File: src/rtl/pwm32_core.sv
// Timer/PWM engine: prescaled up-counter with shadowed period/duty compares.
// Register writes take effect only at start or at a period wrap.
module pwm32_core (
    input  logic        PCLK,
    input  logic        PRESETn,
    input  logic [31:0] PRE,
    input  logic [31:0] TMRCMP1,
    input  logic [31:0] TMRCMP2,
    input  logic        TMREN,
    output logic        PWM,
    output logic [31:0] TMR,
    output logic        PERIOD_DONE
);

    logic [31:0] r_pre_cnt, r_tmr, r_sh_pre, r_sh_cmp1, r_sh_cmp2;
    logic        r_en, r_pwm, r_done;

    logic [31:0] w_pre_cnt_d, w_tmr_d, w_sh_pre_d, w_sh_cmp1_d, w_sh_cmp2_d;
    logic        w_en_d, w_pwm_d, w_done_d;
    logic        w_tick, w_wrap;

    assign w_tick = (r_pre_cnt == r_sh_pre);
    assign w_wrap = w_tick && (r_tmr == r_sh_cmp1);

    always_comb begin
        w_en_d      = r_en;
        w_pre_cnt_d = r_pre_cnt;
        w_tmr_d     = r_tmr;
        w_sh_pre_d  = r_sh_pre;
        w_sh_cmp1_d = r_sh_cmp1;
        w_sh_cmp2_d = r_sh_cmp2;
        w_done_d    = 1'b0;
        if (!TMREN) begin
            w_en_d      = 1'b0;
            w_pre_cnt_d = '0;
            w_tmr_d     = '0;
        end else if (!r_en) begin
            w_en_d      = 1'b1;
            w_pre_cnt_d = '0;
            w_tmr_d     = '0;
            w_sh_pre_d  = PRE;
            w_sh_cmp1_d = TMRCMP1;
            w_sh_cmp2_d = TMRCMP2;
        end else if (w_tick) begin
            w_pre_cnt_d = '0;
            if (w_wrap) begin
                w_tmr_d     = '0;
                w_done_d    = 1'b1;
                w_sh_pre_d  = PRE;
                w_sh_cmp1_d = TMRCMP1;
                w_sh_cmp2_d = TMRCMP2;
            end else begin
                w_tmr_d = r_tmr + 32'd1;
            end
        end else begin
            w_pre_cnt_d = r_pre_cnt + 32'd1;
        end
    end

    // PWM is computed from the pre-edge state, so it lags the count by one clock.
    assign w_pwm_d = r_en & (r_tmr < r_sh_cmp2);

    always_ff @(posedge PCLK or negedge PRESETn) begin
        if (!PRESETn) begin
            r_en      <= 1'b0;
            r_pre_cnt <= '0;
            r_tmr     <= '0;
            r_sh_pre  <= '0;
            r_sh_cmp1 <= '0;
            r_sh_cmp2 <= '0;
            r_pwm     <= 1'b0;
            r_done    <= 1'b0;
        end else begin
            r_en      <= w_en_d;
            r_pre_cnt <= w_pre_cnt_d;
            r_tmr     <= w_tmr_d;
            r_sh_pre  <= w_sh_pre_d;
            r_sh_cmp1 <= w_sh_cmp1_d;
            r_sh_cmp2 <= w_sh_cmp2_d;
            r_pwm     <= w_pwm_d;
            r_done    <= w_done_d;
        end
    end

    assign PWM         = r_pwm;
    assign TMR         = r_tmr;
    assign PERIOD_DONE = r_done;

endmodule

File: config.mk
export PLATFORM = sky130hd
export DESIGN_NAME = pwm32_core
export DESIGN_NICKNAME = d
export VERILOG_FILES = /design/src/rtl/pwm32_core.sv
export SDC_FILE = /design/constraint.sdc
export NUM_CORES = 1
export LEC_CHECK = 0
export CORE_MARGIN = 3
export CORE_UTILIZATION = 52
export CTS_CLUSTER_DIAMETER = 150
export CTS_CLUSTER_SIZE = 8
export DETAILED_ROUTE_END_ITERATION = 7
export MAX_ROUTING_LAYER = met4
export PLACE_DENSITY = 0.84
export SYNTH_ARGS = -nofsm -noshare
export SYNTH_HDL_FRONTEND = slang
export SYNTH_SLANG_ARGS = --single-unit
File: constraint.sdc
create_clock -name PCLK -period 4.88 [get_ports PCLK]
set_input_delay 0.976 -clock PCLK [delete_from_list [all_inputs] [get_ports PCLK]]
set_output_delay 0.976 -clock PCLK [all_outputs]
set_load 0.01 [all_outputs]
==> flow_summary.ini, run 1 <==
[clock_network]
clock-sinks = 163
clkLatencyLatePin_ns = 0.42
cts_setup_buffers = 0
tritoncts = done
clk_path_buf_depth = 2
htree_num_levels = 4
postCtsHoldBufs = 0
cts_root_buf = clkbuf_16
cts_resized = 0
path_clk_slew_ns = 0.06
cts_made_buffers = 17

[die]
ioPinCount = 133
row_count = 47
initial_utilization_pct = 53.3
die_y_um = 136
die_w_um = 136
fp.dieArea_um2 = 18600
coreArea_um2 = 16600

[global_routing]
antenna_found_initial = 0
grtUsageTotal_pct = 24.6
grt_pass1_wl_mm = 34.7
grt_max_degree = 90
grt.overflow.total = 0
grt_pass1_vias = 6668

[synth]
ys_types = 59
netlist_instances = 783
async_flop_share_pct = 100
syn-num-nets = 915
netlist_area_um2 = 8830
ys_ff_latch = 163
postSynthAreaPerCell_um2 = 11.3
yosysSeqAreaShare_pct = 46.2
ys.flop_type = dfrtp_1
ys_warn_count = 0
synth_top_area_cell = dfrtp_1
synth_edf_count = 0
synth_top_area_share_pct = 46.2
netlist_top_cells_area = dfrtp_1 46%, mux2_2 7.1%, mux2_4 6.1%, xor2_1 5.4%, ha_1 4.7%

[sta]
relSlewSlack_pct = 21.6
max_freq_mhz = 315
period_needed_ns = 3.18
layout_worst_path_cycle_share_pct = 65.1
tightestPinTransition_ns = 1.17
slew_viol_final = 0
hold_viol_final = 0
setup_tns_ns = 0
rsz0062_at_grt = false
fin_worst_skew_ns = 0.00761
setup_viol = 0

[pwr]
p_per_area_nw_per_um2 = 322
p_leak_nw = 4.65
ir_drop_mv = 0.256

[placed_design]
dpl.hpwl_mm = 15.2
post_dp_cell_area_um2 = 10200
io_buffers = 132
routabilityCongestion = 0.954

[worst_setup_path]
critPathLaunchType = flip-flop
end_kind = flip-flop
worst_ep_required_time_ns = 5.19
crit_type = flip-flop to flip-flop
reg2reg_slack_ns = 1.70
r2r_cells = 7
arrival_ns = 3.49
rr_endpoint = r_sh_cmp1[5]
r2r_start = TMR[8]
crit_path_max_fanout = 62

[cells_and_area]
mostFrequentLayoutCells = 163 x dfrtp_1, 131 x clkdlybuf4s50_1, 59 x nor2_1
multiInputGateArea_um2 = 4380
layout-drive-gt1-share_pct = 15.7
layout.nets = 1037
n_fill_cell = 1265
fin_area_um2 = 10900
seqCellArea_um2 = 4080
syn_to_final_growth_pct = 23.4
antenna-diode-count = 0
mostFrequentLayoutCell = dfrtp_1

[route]
vias = 6590
viasPerCell = 5.80
post-route-drc-count = 0
dr.first_iter.drc_count = 716
detail-route-antenna-nets = 0
routed_wl_mm = 21.6
dr.pass1.iters = 5
wire_per_inst_um = 19.0

[worst_hold_path]
min_path_type = flip-flop to flip-flop
whs_endpoint = r_pre_cnt[0]
whs_path_depth = 1
worstHoldStart = r_pre_cnt[0]

[job]
drv_cap = 0

[run_status]
outcome = finished, final reports clean
[worst max path at each step]
| stage | start | to | slack, ns | cells past startpoint |
|---|---|---|---|---|
| finish | TMR[8] | r_sh_cmp1[5] | 1.70 | 7 |
| global route | r_pre_cnt[19] | r_sh_cmp1[15] | 1.52 | 7 |
| CTS | r_pre_cnt[19] | r_sh_cmp1[6] | 1.72 | 7 |
| detailed placement | TMREN | TMR[9] | 1.64 | 5 |
| global placement | TMREN | TMR[9] | 1.67 | 5 |
| floorplan | TMR[15] | r_sh_pre[0] | 2.49 | 9 |
[metrics by stage]
step                std cells  hold slack (ns)  util [%]  setup slack [ns]  total power, mW
global placement         1106            0.487      61.7              1.67             2.01
detailed placement       1106            0.491      61.7              1.64             2.03
CTS                      1136            0.500      65.7              1.72             3.54
finish                   1136            0.503      65.7              1.70             3.51
global route             1136            0.521      65.7              1.52             3.65
floorplan                 783            0.465         -              2.49             1.84
[final cells by class]
| type | instances | area share, % |
|---|---|---|
| Sequential cell | 163 | 37.4 |
| Inverter | 39 | 1.34 |
| Multi-Input combinational cell | 547 | 40.2 |
| Tap cell | 220 | 2.53 |
| Timing Repair Buffer | 137 | 12.5 |
| Clock buffer | 18 | 3.94 |
| Clock inverter | 12 | 2.11 |
[synthesized netlist by cell type (all sizes together), types with 18 or more instances]
cell type and instances:
nand2 41, nand3 27, dfrtp 163, nor2 60, mux2 96, xor2 54
nor4 20, a21oi 20, buf 19, o21ai 18, ha 33, nand4 33
xnor2 41, inv 39
[power by group]
part	switching [mW]	internal [mW]
combinational	0.182	0.264
clock	0.544	0.958
sequential	0.0924	1.47
total	0.818	2.69
[cell families after synthesis]
| group | synth area share (%) |
|---|---|
| simple gates | 14.3 |
| flops | 46.2 |
| mux | 13.8 |
| xor+xnor | 9.42 |
| compound gates | 7.32 |
| buf+inv | 4.31 |
| fa+ha+maj | 4.67 |
[registers in the layout (all words and copies together), names as in the netlist]
register and flops:
TMR 32, r_pre_cnt 32, r_sh_cmp2 32, r_sh_pre 32
r_en 1, r_sh_cmp1 32, PERIOD_DONE 1, PWM 1
[routing by layer]
layer | GRT usage [%] | vias to the layer above | routed length (µm)
met5 | - | - | 0
met4 | 7.73 | 0 | 567
met3 | 5.44 | 50 | 1430
met2 | 38.2 | 272 | 10000
met1 | 32.6 | 3223 | 9590
li1 | - | 3045 | -
[worst max-delay path: stages, from the launching register on]
cell and delay (ns):
dfrtp_1 0.48, xnor2_1 0.33, nand4_1 0.20, nor4_4 0.41
nand4_2 0.21, a21boi_4 0.20, buf_4 0.79, mux2_2 0.42
Power figures use the tool's default switching activity.
==> run 2, diff against run 1 <==
==> constraint.sdc (replaced) <==
create_clock -name PCLK -period 3.3 [get_ports PCLK]
set_input_delay 0.66 -clock PCLK [delete_from_list [all_inputs] [get_ports PCLK]]
set_output_delay 0.66 -clock PCLK [all_outputs]
set_load 0.01 [all_outputs]
==> flow_summary.ini, run 2 (synthesized netlist as in run 1, its figures left out) <==
[route]
routed_wl_mm = 22.0
detail-route-antenna-nets = 0
post-route-drc-count = 0
viasPerCell = 5.81
dr.first_iter.drc_count = 719
dr.pass1.iters = 6
vias = 6712
wire_per_inst_um = 19.1

[sta]
relSlewSlack_pct = 40.9
tightestPinTransition_ns = 0.879
fin_worst_skew_ns = 0.00993
worst_slack_ns = 0.450
rsz0062_at_grt = false
hold_slack_ns = 0.229
hold_viol_final = 0
max_freq_mhz = 351
setup_tns_ns = 0
setup_viol = 0
period_needed_ns = 2.85
layout_worst_path_cycle_share_pct = 86.4
slew_viol_final = 0

[cells_and_area]
layout.nets = 1055
layout-drive-gt1-share_pct = 17.5
fin_area_um2 = 11000
syn_to_final_growth_pct = 25.1
mostFrequentLayoutCells = 163 x dfrtp_1, 131 x clkdlybuf4s50_1, 59 x nor2_1
antenna-diode-count = 0
mostFrequentLayoutCell = dfrtp_1
fin_cells = 1156

[worst_hold_path]
min_path_type = input pin to asynchronous set/reset pin

[global_routing]
busiest_layer = met2
grt_max_degree = 71
grt_pass1_vias = 6722
grt.met2_usage_pct = 38.6
antenna_found_initial = 0
grt.overflow.total = 0
grt_pass1_wl_mm = 35.7
use_met1_pct = 33.9
use_met3_pct = 5.59
grtUsageTotal_pct = 25.4

[clock_network]
htree_num_levels = 4
postCtsHoldBufs = 0
path_clk_slew_ns = 0.06
cts_root_buf = clkbuf_16
cts_made_buffers = 17
tritoncts = done
clkLatencyLatePin_ns = 0.44
cts_resized = 0
clk_path_buf_depth = 2
clock-sinks = 163
cts_setup_buffers = 0

[die]
initial_utilization_pct = 53.3
coreArea_um2 = 16600
die_w_um = 136
ioPinCount = 133
die_y_um = 136
row_count = 47
fp.dieArea_um2 = 18600

[worst_setup_path]
r2r_start = r_pre_cnt[6]
path_buf_inv = 1
arrival_ns = 3.18
crit_path_max_fanout = 67
crit_slowest_cell = nor4_1
end_kind = flip-flop
r2r_cells = 7
slowest_delay_ns = 0.51
reg2reg_slack_ns = 0.45
crit_chain = xor2_1 -> nor4_1 -> and4_1 -> nand4_2 -> a21boi_4 -> buf_12 -> mux2_2
worst_ep_required_time_ns = 3.63
critPathLaunchType = flip-flop
crit_family = simple AND/OR/NAND/NOR gates
rr_endpoint = r_sh_cmp1[6]
crit_type = flip-flop to flip-flop

[placed_design]
dp_cells = 1124
io_buffers = 132
dp_slack_ns = 0.526
routabilityCongestion = 0.935
post_dp_cell_area_um2 = 10400
dpl.hpwl_mm = 15.9

[run_status]
outcome = finished, final reports clean

[job]
drv_cap = 0

[pwr]
ir_drop_mv = 0.419
p_per_area_nw_per_um2 = 467
p_leak_nw = 4.75
## run 2: changes by cell type in the layout (fill, tap and decap cells not counted)
cell        delta
buf_4         +16
bufinv_16      -1
clkbuf_8       +1
buf_12         +2
clkinv_2       +3
clkinv_4       -2
clkinvlp_4     +1
## run 2: cell type report
cell class	count	area [µm²]
Timing Repair Buffer	155	1520
Sequential cell	163	4080
Inverter	39	146
Fill cell	1182	5540
Clock buffer	19	443
Multi-Input combinational cell	547	4380
Tap cell	220	275
Clock inverter	13	205
## run 2: how the worst max path moves through the flow
stage,from,to,slack (ns),depth (start not counted)
floorplan,TMR[15],r_sh_pre[0],0.91,9
global placement,r_pre_cnt[16],r_sh_pre[31],0.58,7
detailed placement,r_pre_cnt[6],r_sh_cmp2[3],0.53,7
CTS,r_pre_cnt[6],r_sh_cmp1[18],0.48,7
global route,r_pre_cnt[6],r_sh_cmp2[0],0.29,7
finish,r_pre_cnt[6],r_sh_cmp1[6],0.45,7
## run 2: through the flow
stage               util (%)  power, mW
floorplan                  -       2.72
global placement        62.7       2.98
detailed placement      62.7       3.01
CTS                     66.6       5.19
global route            66.6       5.36
finish                  66.6       5.16
## run 2: worst reg2reg max path: stages (launching register included)
cell	delay, ns
dfrtp_1	0.46
xor2_1	0.19
nor4_1	0.51
and4_1	0.36
nand4_2	0.16
a21boi_4	0.23
buf_12	0.38
mux2_2	0.46
## run 2: per-layer routing
metal	up-vias	part of all wire, %
met3	50	6.8
met1	3294	44
met4	0	2.8
met2	282	47
li1	3086	-
met5	-	0
## run 2: where the power goes
group / internal [mW] / total (mW) / switching [mW]
combinational: 0.395 / 0.666 / 0.271
clock: 1.36 / 2.18 / 0.820
sequential: 2.18 / 2.32 / 0.140
total: 3.93 / 5.16 / 1.23
